<file path="config.mk">
export PLATFORM = sky130hd
export DESIGN_NAME = pipe_stage_reg_flat
export DESIGN_NICKNAME = d
export VERILOG_FILES = /design/src/rtl/pipe_pkg.sv /design/src/rtl/pipe_stage_reg_if.sv /design/src/rtl/pipe_stage_reg_slot.sv /design/src/rtl/pipe_stage_reg.sv /design/src/flat_wrapper.sv
export SDC_FILE = /design/constraint.sdc
export NUM_CORES = 1
export LEC_CHECK = 0
export ABC_CLOCK_PERIOD_IN_PS = 1550
export BUFFER_PORTS_ARGS = -buffer_cell sky130_fd_sc_hd__buf_2
export CAP_MARGIN = 20
export CORE_MARGIN = 3
export CORE_UTILIZATION = 46
export CTS_BUF_LIST = sky130_fd_sc_hd__clkbuf_4
export DETAILED_ROUTE_END_ITERATION = 16
export PLACE_DENSITY = 0.9
export SKIP_CTS_REPAIR_TIMING = 1
export SYNTH_ARGS = -nofsm -noshare
export SYNTH_HDL_FRONTEND = slang
export SYNTH_SLANG_ARGS = --single-unit
export TNS_END_PERCENT = 1
</file>
<file path="constraint.sdc">
create_clock -name clk -period 1.55 [get_ports clk]
set_clock_uncertainty 0.2 [all_clocks]
set_input_delay 0 -clock clk [delete_from_list [all_inputs] [get_ports clk]]
set_output_delay 0 -clock clk [all_outputs]
set_load 0.01 [all_outputs]
</file>
<file path="src/rtl/pipe_pkg.sv">
// Shared pipeline definitions: register-file widths, default control width
// and the bit positions of the packed control fields carried between stages.
package pipe_pkg;

  localparam int unsigned RegDataWidth = 32;
  localparam int unsigned RegAddrWidth = 5;

  localparam int unsigned DefCtrlWidth = 8;

  localparam int unsigned CTRL_WRITEREG = 0;
  localparam int unsigned CTRL_MEMORALU = 1;
  localparam int unsigned CTRL_WRITEMEM = 2;
  localparam int unsigned CTRL_WE_HI    = 3;
  localparam int unsigned CTRL_WE_LO    = 4;

endpackage

</file>
<file path="src/rtl/pipe_stage_reg_if.sv">
// Stage-to-stage bus for pipe_stage_reg: upstream entry, stall/flush
// controls, and the downstream view of the last slot.
interface pipe_stage_reg_if
  import pipe_pkg::*;
#(
  parameter int unsigned DATA_WIDTH = RegDataWidth,
  parameter int unsigned CTRL_WIDTH = DefCtrlWidth,
  parameter int unsigned DEPTH      = 1
) ();

  logic                          is_hold;
  logic                          flush;
  logic                          valid_in;
  logic [CTRL_WIDTH-1:0]         ctrl_in;
  logic [DATA_WIDTH-1:0]         data_in;
  logic                          in_ready;
  logic                          valid_out;
  logic [CTRL_WIDTH-1:0]         ctrl_out;
  logic [DATA_WIDTH-1:0]         data_out;
  logic [$clog2(DEPTH+1)-1:0]    occupancy;

  // Pipeline context driving the register.
  modport master (
    output is_hold, flush, valid_in, ctrl_in, data_in,
    input  in_ready, valid_out, ctrl_out, data_out, occupancy
  );

  // The pipeline register itself.
  modport slave (
    input  is_hold, flush, valid_in, ctrl_in, data_in,
    output in_ready, valid_out, ctrl_out, data_out, occupancy
  );

endinterface

</file>
<file path="src/rtl/pipe_stage_reg_slot.sv">
// One pipeline slot: valid bit, control bits and payload. Bubbles carry
// cleared control; flush kills valid/ctrl but leaves the payload alone.
module pipe_stage_slot
  import pipe_pkg::*;
#(
  parameter int unsigned DATA_WIDTH = RegDataWidth,
  parameter int unsigned CTRL_WIDTH = DefCtrlWidth
) (
  input  logic                  clk,
  input  logic                  rst,
  input  logic                  en,
  input  logic                  flush,
  input  logic                  src_valid,
  input  logic [CTRL_WIDTH-1:0] src_ctrl,
  input  logic [DATA_WIDTH-1:0] src_data,
  output logic                  valid,
  output logic [CTRL_WIDTH-1:0] ctrl,
  output logic [DATA_WIDTH-1:0] data
);

  // Slot state: flush beats enable; an enabled slot loads its source.
  always_ff @(posedge clk or posedge rst) begin
    if (rst) begin
      valid <= 1'b0;
      ctrl  <= '0;
      data  <= '0;
    end else if (flush) begin
      valid <= 1'b0;
      ctrl  <= '0;
    end else if (en) begin
      valid <= src_valid;
      ctrl  <= src_valid ? src_ctrl : '0;
      data  <= src_data;
    end
  end

endmodule

</file>
<file path="src/rtl/pipe_stage_reg.sv">
// Parametrised inter-stage pipeline register: DEPTH slots of valid/ctrl/data
// with stall and flush. Define PIPE_BUBBLE_COLLAPSE_EN to let entries advance
// into empty downstream slots while stalled; otherwise a stall freezes all.
module pipe_stage_reg
  import pipe_pkg::*;
#(
  parameter int unsigned DATA_WIDTH = RegDataWidth,
  parameter int unsigned CTRL_WIDTH = DefCtrlWidth,
  parameter int unsigned DEPTH      = 1
) (
  input logic             clk,
  input logic             rst,
  pipe_stage_reg_if.slave bus
);

  localparam int unsigned OccWidth = $clog2(DEPTH + 1);

  logic [DEPTH-1:0]      en;
  logic [DEPTH-1:0]      slot_valid;
  logic [DEPTH-1:0]      src_valid;
  logic [CTRL_WIDTH-1:0] slot_ctrl [DEPTH];
  logic [CTRL_WIDTH-1:0] src_ctrl  [DEPTH];
  logic [DATA_WIDTH-1:0] slot_data [DEPTH];
  logic [DATA_WIDTH-1:0] src_data  [DEPTH];
  logic [OccWidth-1:0]   occ;
  logic                  any_empty;

  // Slot chain: slot 0 takes the upstream entry, slot i takes slot i-1.
  for (genvar i = 0; i < DEPTH; i++) begin : g_slot
    if (i == 0) begin : g_head
      assign src_valid[i] = bus.valid_in;
      assign src_ctrl[i]  = bus.ctrl_in;
      assign src_data[i]  = bus.data_in;
    end else begin : g_body
      assign src_valid[i] = slot_valid[i-1];
      assign src_ctrl[i]  = slot_ctrl[i-1];
      assign src_data[i]  = slot_data[i-1];
    end

    pipe_stage_slot #(
      .DATA_WIDTH(DATA_WIDTH),
      .CTRL_WIDTH(CTRL_WIDTH)
    ) u_slot (
      .clk      (clk),
      .rst      (rst),
      .en       (en[i]),
      .flush    (bus.flush),
      .src_valid(src_valid[i]),
      .src_ctrl (src_ctrl[i]),
      .src_data (src_data[i]),
      .valid    (slot_valid[i]),
      .ctrl     (slot_ctrl[i]),
      .data     (slot_data[i])
    );
  end

  // Slot enables: global freeze on stall, or per-slot advance into holes.
  always_comb begin
    en        = '0;
    any_empty = 1'b0;
`ifdef PIPE_BUBBLE_COLLAPSE_EN
    // The recursive rule en[i] = !valid[i] || en[i+1] unrolls to "not held,
    // or some slot at or downstream of i is empty"; a running OR from the
    // output side gives that without a combinational chain through en.
    for (int unsigned k = 0; k < DEPTH; k++) begin
      any_empty           = any_empty | ~slot_valid[DEPTH-1-k];
      en[DEPTH-1-k]       = ~bus.is_hold | any_empty;
    end
`else
    en = {DEPTH{~bus.is_hold}};
`endif
  end

  // Occupancy: popcount of the slot valid bits.
  always_comb begin
    occ = '0;
    for (int unsigned k = 0; k < DEPTH; k++) begin
      occ = occ + OccWidth'(slot_valid[k]);
    end
  end

  assign bus.in_ready  = en[0];
  assign bus.valid_out = slot_valid[DEPTH-1];
  assign bus.ctrl_out  = slot_ctrl[DEPTH-1];
  assign bus.data_out  = slot_data[DEPTH-1];
  assign bus.occupancy = occ;

endmodule

</file>
<file path="src/flat_wrapper.sv">
// flat-port wrapper written by rule: the top's interface ports become plain ports
module pipe_stage_reg_flat import pipe_pkg::*;
#(
  parameter int unsigned DATA_WIDTH = RegDataWidth,
  parameter int unsigned CTRL_WIDTH = DefCtrlWidth,
  parameter int unsigned DEPTH      = 1
)
  (clk, rst, bus_is_hold, bus_flush, bus_valid_in, bus_ctrl_in, bus_data_in, bus_in_ready, bus_valid_out, bus_ctrl_out, bus_data_out, bus_occupancy);
  pipe_stage_reg_if #(.DATA_WIDTH(DATA_WIDTH), .CTRL_WIDTH(CTRL_WIDTH), .DEPTH(DEPTH)) bus_i ();
  input logic clk;
  input logic rst;
  input wire logic [$bits(bus_i.is_hold)-1:0] bus_is_hold;
  input wire logic [$bits(bus_i.flush)-1:0] bus_flush;
  input wire logic [$bits(bus_i.valid_in)-1:0] bus_valid_in;
  input wire logic [$bits(bus_i.ctrl_in)-1:0] bus_ctrl_in;
  input wire logic [$bits(bus_i.data_in)-1:0] bus_data_in;
  output wire logic [$bits(bus_i.in_ready)-1:0] bus_in_ready;
  output wire logic [$bits(bus_i.valid_out)-1:0] bus_valid_out;
  output wire logic [$bits(bus_i.ctrl_out)-1:0] bus_ctrl_out;
  output wire logic [$bits(bus_i.data_out)-1:0] bus_data_out;
  output wire logic [$bits(bus_i.occupancy)-1:0] bus_occupancy;
  assign bus_i.is_hold = bus_is_hold;
  assign bus_i.flush = bus_flush;
  assign bus_i.valid_in = bus_valid_in;
  assign bus_i.ctrl_in = bus_ctrl_in;
  assign bus_i.data_in = bus_data_in;
  assign bus_in_ready = bus_i.in_ready;
  assign bus_valid_out = bus_i.valid_out;
  assign bus_ctrl_out = bus_i.ctrl_out;
  assign bus_data_out = bus_i.data_out;
  assign bus_occupancy = bus_i.occupancy;
  pipe_stage_reg #(.DATA_WIDTH(DATA_WIDTH), .CTRL_WIDTH(CTRL_WIDTH), .DEPTH(DEPTH)) u_core (.clk(clk), .rst(rst), .bus(bus_i));
endmodule
</file>
==> qor_table.md, run 1 <==
| Item | Reported | Unit |
|---|---|---|
| Outcome | complete, no violations | - |
| PD cells | 898 | mW/mm² |
| Number of I/O port buffers | 87 | - |
| Post-synthesis to final-layout area growth | 62.1 | % |
| Worst slew margin | 67.2 | % |
| Placement Setup Slack | 268 | ps |
| WP data arrival | 1550 | ps |
| Final-layout setup total negative slack | 0 | ps |
| Clock tree sinks | 41 | - |
| Overall power of the completed layout | 2.45 | mW |
| Final hold viol count | 0 | - |
| Kind of start point of the critical path | register | - |
| I/O pin count | 88 | - |
| Number of distinct library cells after synthesis | 15 | - |
| Maximum fanout along the worst path | 3 | - |
| Number of detailed-routing iterations run before antenna repair | 4 | - |
| Nets | 286 | - |
| DRC errors left | 0 | - |
| Worst Setup Slack, final | 36.9 | ps |
| Maximum vdd drop | 0.000664 | V |
| Max clock buf depth | 2 | - |
| Worst setup path class | register to register | - |
| Average wire per standard cell | 16.3 | µm |
| Grt ovf | 0 | - |
| Overall routed net length | 4680 | µm |
| GRT Total Usage | 16.3 | % |
| Data required time at the worst endpoint | 1580 | ps |
| Combinational family with the most area after synthesis | multiplexers | - |
| Tmin final | 1510 | ps |
| Total nets after synthesis | 144 | - |
| # H-tree levels | 2 | - |
| Synth Area in Compound Gates | 3.87 | % |
| Root buffer selected by CTS | sky130_fd_sc_hd__clkbuf_4 | - |
| Multiplexer share of the synthesized area | 27.6 | % |
| Largest net degree at the start of global routing | 42 | - |
| Post-layout instance count excluding filler cells | 288 | - |
| Sequential area share after synthesis | 61.1 | % |
| Die area | 0.00441 | mm² |
| Core Rows | 21 | - |
| DP Area | 0.00215 | mm² |
| Count of yosys warnings during synthesis | 0 | - |
| Effective utilization at floorplan | 49.2 | % |
| Average size of a mapped cell | 17.0 | µm² |
| Crit path cell chain | mux2i_1 -> nor2_1 -> dlygate4sd3_1 | - |
| TritonCTS clock tree | yes | - |
| Period Utilization, post-route | 97.6 | % |
| Horizontal die dimension | 66.4 | µm |
| Core area | 0.00342 | mm² |
| Max-cap violation count | 0 | - |
| Post-synthesis share of cell area spent on full adders, half adders and majority gates | 0 | % |
| First-pass GRT wire length | 5160 | µm |
| Total of endpoints with negative setup slack in the final report | 0 | - |
| Final RePlAce weighted congestion | 0.734 | - |
| Synthesized-area fraction occupied by xor and xnor cells | 0 | % |
| Number of storage elements in the synthesis netlist | 41 | - |
| Max frequency | 661 | MHz |
| Number of slew-limit violations in the final report | 0 | - |
| Total non-filler cell area in the finished layout | 0.00272 | mm² |
| CP max-delay cell | sky130_fd_sc_hd__dlygate4sd3_1 | - |
| RSZ-0062 raised after global routing | false | - |
| Number of violations reported at the end of detailed-routing iteration 0 | 45 | - |
| Antenna Violating Nets Remaining | 0 | - |
| Peak per-stage delay on the critical path | 560 | ps |
| # diodes | 0 | - |
| Number of fillers in the final layout | 190 | - |
| Total instance count after detailed placement | 228 | - |
| Footprint of the multi-input gates | 594 | µm² |
| FF+latch area | 0.00103 | mm² |
| Die H | 66.4 | µm |
| Hold WC Path Type | primary input to register | - |
| Antenna violations before repair | 0 | - |
| Vias/cell | 4.66 | - |
| Proportion of layout cells with a drive suffix above 1 | 53.3 | % |
| Via count | 1342 | - |
| Worst Setup End Kind | register | - |
| Pin slew with the least headroom to its limit | 491 | ps |
| Synthesized instance count | 99 | - |
| Clock-pin slew reported for the worst setup and hold paths after clock tree synthesis | 140 | ps |
| Via count of the first global-routing pass | 1057 | - |
| Clock latency at the later pin of the worst-skew pair | 360 | ps |
| Leak Pwr | 1.39 | nW |
| Post-Synth Simple-Gate Area | 3.87 | % |
| Detailed placer's ending HPWL | 2500 | µm |
| Area of the mapped netlist | 0.00168 | mm² |
| Number of buffers created by CTS | 5 | - |
[cells in the mapped netlist]
cell / instances / area share, %
sky130_fd_sc_hd__nand3b_1: 3 / 1.3
sky130_fd_sc_hd__buf_4: 2 / 0.89
sky130_fd_sc_hd__mux2_2: 7 / 4.7
sky130_fd_sc_hd__a32o_1: 5 / 3.0
sky130_fd_sc_hd__a21oi_1: 3 / 0.89
sky130_fd_sc_hd__nor2_8: 1 / 1.2
sky130_fd_sc_hd__buf_6: 3 / 2.0
sky130_fd_sc_hd__and2b_1: 1 / 0.45
sky130_fd_sc_hd__nor2_1: 1 / 0.22
sky130_fd_sc_hd__dfrtp_1: 41 / 61
sky130_fd_sc_hd__inv_1: 2 / 0.45
sky130_fd_sc_hd__mux2i_1: 1 / 0.60
sky130_fd_sc_hd__clkbuf_1: 1 / 0.22
sky130_fd_sc_hd__mux2_4: 25 / 22
sky130_fd_sc_hd__nand2_1: 3 / 0.67
[logic make-up after synthesis]
group / after synthesis
buf+inv: 8
flops: 41
mux: 33
compound gates: 8
simple gates: 9
[final timing paths]
kind                                                     to  slack, ps                        startpoint  depth (start not counted)
max reg2reg                   u_core.g_slot[0].u_slot.valid         40     u_core.g_slot[0].u_slot.valid                          3
min in group asynchronous  u_core.g_slot[0].u_slot.data[21]        100                               rst                          4
min reg2reg                u_core.g_slot[0].u_slot.data[11]        320  u_core.g_slot[0].u_slot.data[11]                          1
max                           u_core.g_slot[0].u_slot.valid         40     u_core.g_slot[0].u_slot.valid                          3
min                        u_core.g_slot[0].u_slot.data[22]         80                         bus_flush                          4
max in group asynchronous  u_core.g_slot[0].u_slot.data[13]        680                               rst                          4
[layout make-up]
cell class                      count  area share, %
Clock buffer                        5           1.38
Clock inverter                      3          0.643
Inverter                            2          0.276
Multi-Input combinational cell     50           21.8
Sequential cell                    41           37.7
Tap cell                           46           2.11
Timing Repair Buffer              141           36.1
[report_power, final]
part | switching [mW] | internal, mW
Combinational | 0.259 | 0.387
Clock | 0.347 | 0.172
Sequential | 0.0804 | 1.20
[metal layers]
metal	part of all wire (%)	global-route usage, %	up-vias
li1	-	-	632
met3	7.6	8.84	8
met5	0	0	-
met1	39	21.2	640
met4	1.5	7.61	0
met2	52	22.1	62
[state kept, by name (all words and copies together) (netlist names)]
register                    cells
u_core.g_slot.u_slot.ctrl       8
u_core.g_slot.u_slot.valid      1
u_core.g_slot.u_slot.data      32
[per-stage QoR]
step           util (%)  hold WS, ps
2_1_floorplan         -         -137
3_3_place_gp       62.9        -56.9
3_5_place_dp       62.9        -52.3
4_1_cts            64.5         -462
5_1_grt            79.7         67.2
6_report           79.7         75.6
[placed cells by master (no fill, tap or decap)]
master                          count
sky130_fd_sc_hd__nand3b_1           3
sky130_fd_sc_hd__clkinv_4           1
sky130_fd_sc_hd__mux2_2             7
sky130_fd_sc_hd__and2b_1            1
sky130_fd_sc_hd__dfrtp_1           41
sky130_fd_sc_hd__mux2i_1            1
sky130_fd_sc_hd__nand2_1            3
sky130_fd_sc_hd__buf_4              1
sky130_fd_sc_hd__inv_1              2
sky130_fd_sc_hd__nor2_8             1
sky130_fd_sc_hd__clkbuf_4           5
sky130_fd_sc_hd__mux2_4            25
sky130_fd_sc_hd__clkinv_2           1
sky130_fd_sc_hd__buf_2             87
sky130_fd_sc_hd__a32o_1             5
sky130_fd_sc_hd__dlygate4sd3_1     52
sky130_fd_sc_hd__clkinv_1           1
sky130_fd_sc_hd__a21oi_1            3
sky130_fd_sc_hd__buf_12             1
sky130_fd_sc_hd__nor2_1             1
[worst max-delay path, delay by kind of cell, from the launching register on]
kind	cells	cell delay, ps
DFF	1	430
and+or+nand+nor	1	50
muxes	1	170
buffers and inverters	1	560
Power figures use the tool's default switching activity.
==> run 2, diff against run 1 <==
--- a/config.mk
+++ b/config.mk
@@ -13,6 +13,7 @@
 export CTS_BUF_LIST = sky130_fd_sc_hd__clkbuf_4
 export DETAILED_ROUTE_END_ITERATION = 16
 export PLACE_DENSITY = 0.9
+export RECOVER_POWER = 25
 export SKIP_CTS_REPAIR_TIMING = 1
 export SYNTH_ARGS = -nofsm -noshare
 export SYNTH_HDL_FRONTEND = slang
==> run 2 against run 1 <==
Sequential power is essentially flat. Hold slack is essentially flat. Flip-flop and latch count is the same. Clock-buffer cell count is the same. Final area shrank 0.14%. Global-route usage is the same. Via count is essentially flat. Critical path depth is the same. Sequential share of layout area grew 0.052 points. Total power is essentially flat. Die area is the same. Critical path type unchanged.
==> qor_table.md, run 2 (synthesis gave the netlist of run 1 again) <==
| Item | Reported | Unit | vs previous |
|---|---|---|---|
| Via count of the first global-routing pass | 1057 | - | unchanged |
| Outcome | complete, no violations | - |  |
| Hold WC Path Type | primary input to register | - |  |
| Root buffer selected by CTS | sky130_fd_sc_hd__clkbuf_4 | - |  |
| Post-synthesis to final-layout area growth | 61.9 | % |  |
| Worst setup path class | register to register | - |  |
| Effective utilization at floorplan | 49.2 | % | unchanged |
| Maximum fanout along the worst path | 3 | - | unchanged |
| Clock latency at the later pin of the worst-skew pair | 340 | ps | -20 ps |
| Antenna Violating Nets Remaining | 0 | - | unchanged |
| Detailed placer's ending HPWL | 2500 | µm | unchanged |
| RSZ-0062 raised after global routing | false | - |  |
| Hold_ws | 75.5 | ps | -0.0828 ps |
| Most frequent standard cell in the layout excluding fill and tap cells | sky130_fd_sc_hd__buf_2 | - |  |
| PD cells | 899 | mW/mm² | about the same |
| Grt ovf | 0 | - | unchanged |
| Overall routed net length | 4680 | µm | about the same |
| Final hold viol count | 0 | - | unchanged |
| Max clock buf depth | 2 | - | unchanged |
| DP Area | 0.00215 | mm² | unchanged |
| Total of endpoints with negative setup slack in the final report | 0 | - | unchanged |
| Number of buffers created by CTS | 5 | - | unchanged |
| Most used cells in the layout excluding fill and tap cells | 86 x sky130_fd_sc_hd__buf_2, 52 x sky130_fd_sc_hd__dlygate4sd3_1, 41 x sky130_fd_sc_hd__dfrtp_1, 25 x sky130_fd_sc_hd__mux2_4, 7 x sky130_fd_sc_hd__mux2_2 | - |  |
| # H-tree levels | 2 | - | unchanged |
| Max frequency | 661 | MHz | about the same |
| Data required time at the worst endpoint | 1580 | ps | about the same |
| Average wire per standard cell | 16.3 | µm | about the same |
| I/O pin count | 88 | - | unchanged |
| Maximum vdd drop | 0.000664 | V | about the same |
| Period Utilization, post-route | 97.6 | % | about the same |
| TritonCTS clock tree | yes | - |  |
| Vias/cell | 4.66 | - | about the same |
| GRT Total Usage | 16.3 | % | unchanged |
| First-pass GRT wire length | 5160 | µm | unchanged |
| Worst Setup End Kind | register | - |  |
| Total non-filler cell area in the finished layout | 0.00272 | mm² | -0.14% |
| Flip-flop count of the largest register after layout | 32 | - | unchanged |
| Final-layout setup total negative slack | 0 | ps | unchanged |
| Number of I/O port buffers | 87 | - | unchanged |
| Via count | 1343 | - | +0.075% |
| Die H | 66.4 | µm | unchanged |
| Number of slew-limit violations in the final report | 0 | - | unchanged |
| Clock-pin slew reported for the worst setup and hold paths after clock tree synthesis | 140 | ps | about the same |
| Proportion of layout cells with a drive suffix above 1 | 52.9 | % | -0.41 points |
| Worst slew margin | 35.7 | % | -32 points |
| Core area | 0.00342 | mm² | unchanged |
| # diodes | 0 | - | unchanged |
| Post-layout instance count excluding filler cells | 288 | - | unchanged |
| Antenna violations before repair | 0 | - | unchanged |
| Leak Pwr | 1.39 | nW | -0.24% |
| Tmin final | 1510 | ps | +0.0206 ps |
| Die area | 0.00441 | mm² | unchanged |
| Max-cap violation count | 0 | - | unchanged |
| Number of detailed-routing iterations run before antenna repair | 4 | - | unchanged |
| Final RePlAce weighted congestion | 0.734 | - | unchanged |
| Pin slew with the least headroom to its limit | 965 | ps | +473 ps |
| Largest net degree at the start of global routing | 42 | - | unchanged |
| Register ranked first by flip-flop count | u_core.g_slot.u_slot.data | - |  |
| DRC errors left | 0 | - | unchanged |
| Nets | 286 | - | unchanged |
| Total instance count after detailed placement | 228 | - | unchanged |
| Clock tree sinks | 41 | - | unchanged |
| Number of violations reported at the end of detailed-routing iteration 0 | 45 | - | unchanged |
| Registers with the most flip-flops | u_core.g_slot.u_slot.data x32, u_core.g_slot.u_slot.ctrl x8, u_core.g_slot.u_slot.valid x1 | - |  |
| WP data arrival | 1550 | ps | about the same |
| Core Rows | 21 | - | unchanged |
| Kind of start point of the critical path | register | - |  |
| Horizontal die dimension | 66.4 | µm | unchanged |
## run 2: worst paths after layout
| check | end | startpoint | slack, ps | cells after the start |
|---|---|---|---|---|
| setup / recovery | u_core.g_slot[0].u_slot.valid | u_core.g_slot[0].u_slot.valid | 40 | 3 |
| hold / removal | u_core.g_slot[0].u_slot.data[22] | bus_flush | 80 | 4 |
| setup reg to reg | u_core.g_slot[0].u_slot.valid | u_core.g_slot[0].u_slot.valid | 40 | 3 |
| max in group asynchronous | u_core.g_slot[0].u_slot.data[13] | rst | 250 | 4 |
| hold reg to reg | u_core.g_slot[0].u_slot.data[11] | u_core.g_slot[0].u_slot.data[11] | 320 | 1 |
| min in group asynchronous | u_core.g_slot[0].u_slot.data[21] | rst | 280 | 4 |
## run 2: metal layers
layer | vias to the layer above | share of wire, % | GRT usage [%]
met1 | 641 | 39 | 21.2
li1 | 632 | - | -
met2 | 62 | 52 | 22.1
met3 | 8 | 7.6 | 8.84
met5 | - | 0 | 0
met4 | 0 | 1.5 | 7.61
## run 2: metrics by stage
stage	worst slack (ps)	utilization, %	power, mW
detailed placement	268	62.9	1.83
finish	36.9	79.6	2.45
global placement	304	62.9	1.81
CTS	412	64.5	2.35
floorplan	403	-	1.60
global route	1.72	79.6	2.57
## run 2: final cells by class
type                            count  area, µm²
Clock buffer                        5       37.5
Clock inverter                      3       17.5
Fill cell                         192        696
Inverter                            2       7.51
Multi-Input combinational cell     50        594
Sequential cell                    41       1030
Tap cell                           46       57.6
Timing Repair Buffer              141        980
## run 2: power by group
part	leakage [nW]	internal (mW)	switching, mW
combinational	0.861	0.385	0.259
clock	0.0326	0.172	0.347
sequential	0.498	1.20	0.0804
total	1.39	1.76	0.687
## run 2: worst max-delay path, stage by stage (launching register included)
cell and delay, ps:
sky130_fd_sc_hd__dfrtp_1 430, sky130_fd_sc_hd__mux2i_1 170, sky130_fd_sc_hd__nor2_1 50, sky130_fd_sc_hd__dlygate4sd3_1 560
==> run 3, diff against run 2 <==
--- a/config.mk
+++ b/config.mk
@@ -12,6 +12,7 @@
 export CORE_UTILIZATION = 46
 export CTS_BUF_LIST = sky130_fd_sc_hd__clkbuf_4
 export DETAILED_ROUTE_END_ITERATION = 16
+export GPL_TIMING_DRIVEN = 0
 export PLACE_DENSITY = 0.9
 export RECOVER_POWER = 25
 export SKIP_CTS_REPAIR_TIMING = 1
==> run 3 against run 2 <==
The run now ends with setup timing left. Non-clock buffer count up 8. Die area unchanged. Clock-buffer cell count unchanged. Hold slack got worse by 39 ps. Critical path depth is 1 lower. Critical endpoint is now u_core.g_slot[0].u_slot.data[6]. Largest cell class is now non-clock buffers.
==> qor_table.md, run 3 (synthesis gave the netlist of run 1 again) <==
| Item | Reported | Unit | vs previous |
|---|---|---|---|
| Grt ovf | 0 | - | unchanged |
| Kind of start point of the critical path | register | - |  |
| Post-synthesis to final-layout area growth | 60.9 | % |  |
| Max frequency | 642 | MHz | -2.8% |
| Leak Pwr | 1.33 | nW | -4.0% |
| Number of slew-limit violations in the final report | 0 | - | unchanged |
| Clock Power Share | 21.5 | % | +0.3 points |
| Via count | 1405 | - | +4.6% |
| Worst Setup End Kind | register | - |  |
| WP data arrival | 1600 | ps | +50 ps |
| Placement Setup Slack | 305 | ps | +37.4 ps |
| Data required time at the worst endpoint | 1590 | ps | about the same |
| Comb pwr share | 25.4 | % | -1.0 points |
| Maximum fanout along the worst path | 2 | - | -1 |
| Antenna Violating Nets Remaining | 0 | - | unchanged |
| Most frequent standard cell in the layout excluding fill and tap cells | sky130_fd_sc_hd__buf_2 | - |  |
| Violations in the final reports | setup timing | - |  |
| Worst slew margin | 46.6 | % | +11 points |
| Clock latency at the later pin of the worst-skew pair | 360 | ps | +20 ps |
| Depth of the worst register-to-register path | 2 | - | -1 |
| Detailed placer's ending HPWL | 2740 | µm | +9.7% |
| Number of violations reported at the end of detailed-routing iteration 0 | 51 | - | +13% |
| Hold WC Path Type | primary input to register | - |  |
| Core area | 0.00342 | mm² | unchanged |
| Peak per-stage delay on the critical path | 570 | ps | about the same |
| Worst r2r dst | u_core.g_slot[0].u_slot.data[6] | - |  |
| Crit path cell chain | mux2_2 -> dlygate4sd3_1 | - |  |
| Antenna violations before repair | 0 | - | unchanged |
| Overall routed net length | 4890 | µm | +4.6% |
| Registers with the most flip-flops | u_core.g_slot.u_slot.data x32, u_core.g_slot.u_slot.ctrl x8, u_core.g_slot.u_slot.valid x1 | - |  |
| Root buffer selected by CTS | sky130_fd_sc_hd__clkbuf_4 | - |  |
| Total of endpoints with negative setup slack in the final report | 1 | - | +1 |
| Internal power component | 1.72 | mW | -2.4% |
| Pin slew with the least headroom to its limit | 799 | ps | -166 ps |
| Core Rows | 21 | - | unchanged |
| Number of I/O port buffers | 85 | - | -2.3% |
| Period Utilization, post-route | 100 | % | +2.8 points |
| PD cells | 890 | mW/mm² | -1.0% |
| # diodes | 0 | - | unchanged |
| Number of fillers in the final layout | 231 | - | +20% |
| Endpoint of the most critical setup path | u_core.g_slot[0].u_slot.data[6] | - |  |
| Vias/cell | 4.75 | - | +1.8% |
| Outcome | finished, violations left | - |  |
| TritonCTS clock tree | yes | - |  |
| Share of total power consumed by net switching | 28.7 | % | +0.60 points |
| First-pass GRT wire length | 5530 | µm | +7.1% |
| Most used cells in the layout excluding fill and tap cells | 81 x sky130_fd_sc_hd__buf_2, 58 x sky130_fd_sc_hd__dlygate4sd3_1, 41 x sky130_fd_sc_hd__dfrtp_1, 21 x sky130_fd_sc_hd__mux2_1 | - |  |
| I/O pin count | 88 | - | unchanged |
| Worst Setup Slack, final | -7.03 | ps | -43.9 ps |
| Effective utilization at floorplan | 49.2 | % | unchanged |
| Clock-pin slew reported for the worst setup and hold paths after clock tree synthesis | 130 | ps | about the same |
| Flip-flop count of the largest register after layout | 32 | - | unchanged |
| Maximum vdd drop | 0.000691 | V | +4.0% |
| Proportion of layout cells with a drive suffix above 1 | 41.6 | % | -11 points |
| Largest net degree at the start of global routing | 42 | - | unchanged |
| DRC errors left | 0 | - | unchanged |
| Part of the power in registers | 53.1 | % | +0.7 points |
| # H-tree levels | 2 | - | unchanged |
| Final hold viol count | 0 | - | unchanged |
| CP max-delay cell | sky130_fd_sc_hd__dlygate4sd3_1 | - |  |
| Horizontal die dimension | 66.4 | µm | unchanged |
| Overall power of the completed layout | 2.41 | mW | -1.6% |
| Number of detailed-routing iterations run before antenna repair | 4 | - | unchanged |
| Max clock buf depth | 2 | - | unchanged |
| Die area | 0.00441 | mm² | unchanged |
| Worst setup path class | register to register | - |  |
| Nets | 294 | - | +2.8% |
| Register ranked first by flip-flop count | u_core.g_slot.u_slot.data | - |  |
| Switching power total | 0.690 | mW | +0.47% |
| GRT Total Usage | 17.3 | % | +0.97 points |
| Clock tree sinks | 41 | - | unchanged |
| Via count of the first global-routing pass | 1124 | - | +6.3% |
| Average wire per standard cell | 16.5 | µm | +1.7% |
| Die H | 66.4 | µm | unchanged |
| Final RePlAce weighted congestion | 0.697 | - | -5.1% |
| Number of buffers created by CTS | 5 | - | unchanged |
| Tmin final | 1560 | ps | +43.9 ps |
| Startpoint of the lowest-slack register-to-register path | u_core.g_slot[0].u_slot.data[6] | - |  |
| Critical Path Source | u_core.g_slot[0].u_slot.data[6] | - |  |
| Setup slack on the worst flop-to-flop path | -7 | ps | -40 ps |
| Max-cap violation count | 0 | - | unchanged |
run 3: per-layer routing:
metal	up-vias	global-route usage, %	wire length (µm)	part of all wire (%)
met1	688	21.0	1960	40
met3	8	8.84	409	8.4
met5	-	0	0	0
met2	62	26.0	2450	50
met4	0	6.85	68	1.4
li1	647	-	-	-
run 3: metrics by stage:
stage	setup TNS (ps)	util (%)	hold WS [ps]	cells	cell area (µm²)
6_report	-7.03	79.2	36.2	296	2700
5_1_grt	-64.6	79.2	49.8	296	2700
4_1_cts	0	64.9	-399	238	2220
3_5_place_dp	0	63.3	8.55	230	2160
3_3_place_gp	-2740	63.3	30.0	230	2160
2_1_floorplan	0	-	-137	99	1680
run 3: final cells by class:
| type | instances | area (µm²) | area share, % |
|---|---|---|---|
| Inverter | 2 | 7.51 | 0.278 |
| Buffer | 6 | 41.3 | 1.53 |
| Timing Repair Buffer | 143 | 1000 | 37.0 |
| Sequential cell | 41 | 1030 | 37.9 |
| Multi-Input combinational cell | 50 | 515 | 19.1 |
| Tap cell | 46 | 57.6 | 2.13 |
| Clock buffer | 5 | 37.5 | 1.39 |
| Clock inverter | 3 | 17.5 | 0.648 |
run 3: how the worst min path moves through the flow:
stage                    start                               end  slack (ps)  cells past startpoint
2_1_floorplan        bus_flush   u_core.g_slot[0].u_slot.ctrl[4]        -140                      1
3_3_place_gp   bus_data_in[17]  u_core.g_slot[0].u_slot.data[17]          30                      2
3_5_place_dp               rst   u_core.g_slot[0].u_slot.data[8]           9                      2
4_1_cts                    rst   u_core.g_slot[0].u_slot.data[7]        -400                      2
5_1_grt              bus_flush  u_core.g_slot[0].u_slot.data[14]          50                      4
6_report             bus_flush  u_core.g_slot[0].u_slot.data[17]          40                      4
run 3: power by group through the flow:
stage,Clock (mW),Combinational [mW],Sequential [mW]
5_1_grt,0.588,0.657,1.29
2_1_floorplan,0,0.247,1.35
4_1_cts,0.529,0.547,1.28
3_3_place_gp,0,0.529,1.28
3_5_place_dp,0,0.548,1.29
6_report,0.516,0.612,1.28
run 3: worst max-delay path, delay by kind of cell, from the launching register on:
family,cells,cell delay [ps]
buffers and inverters,1,570
muxes,1,270
DFF,1,420
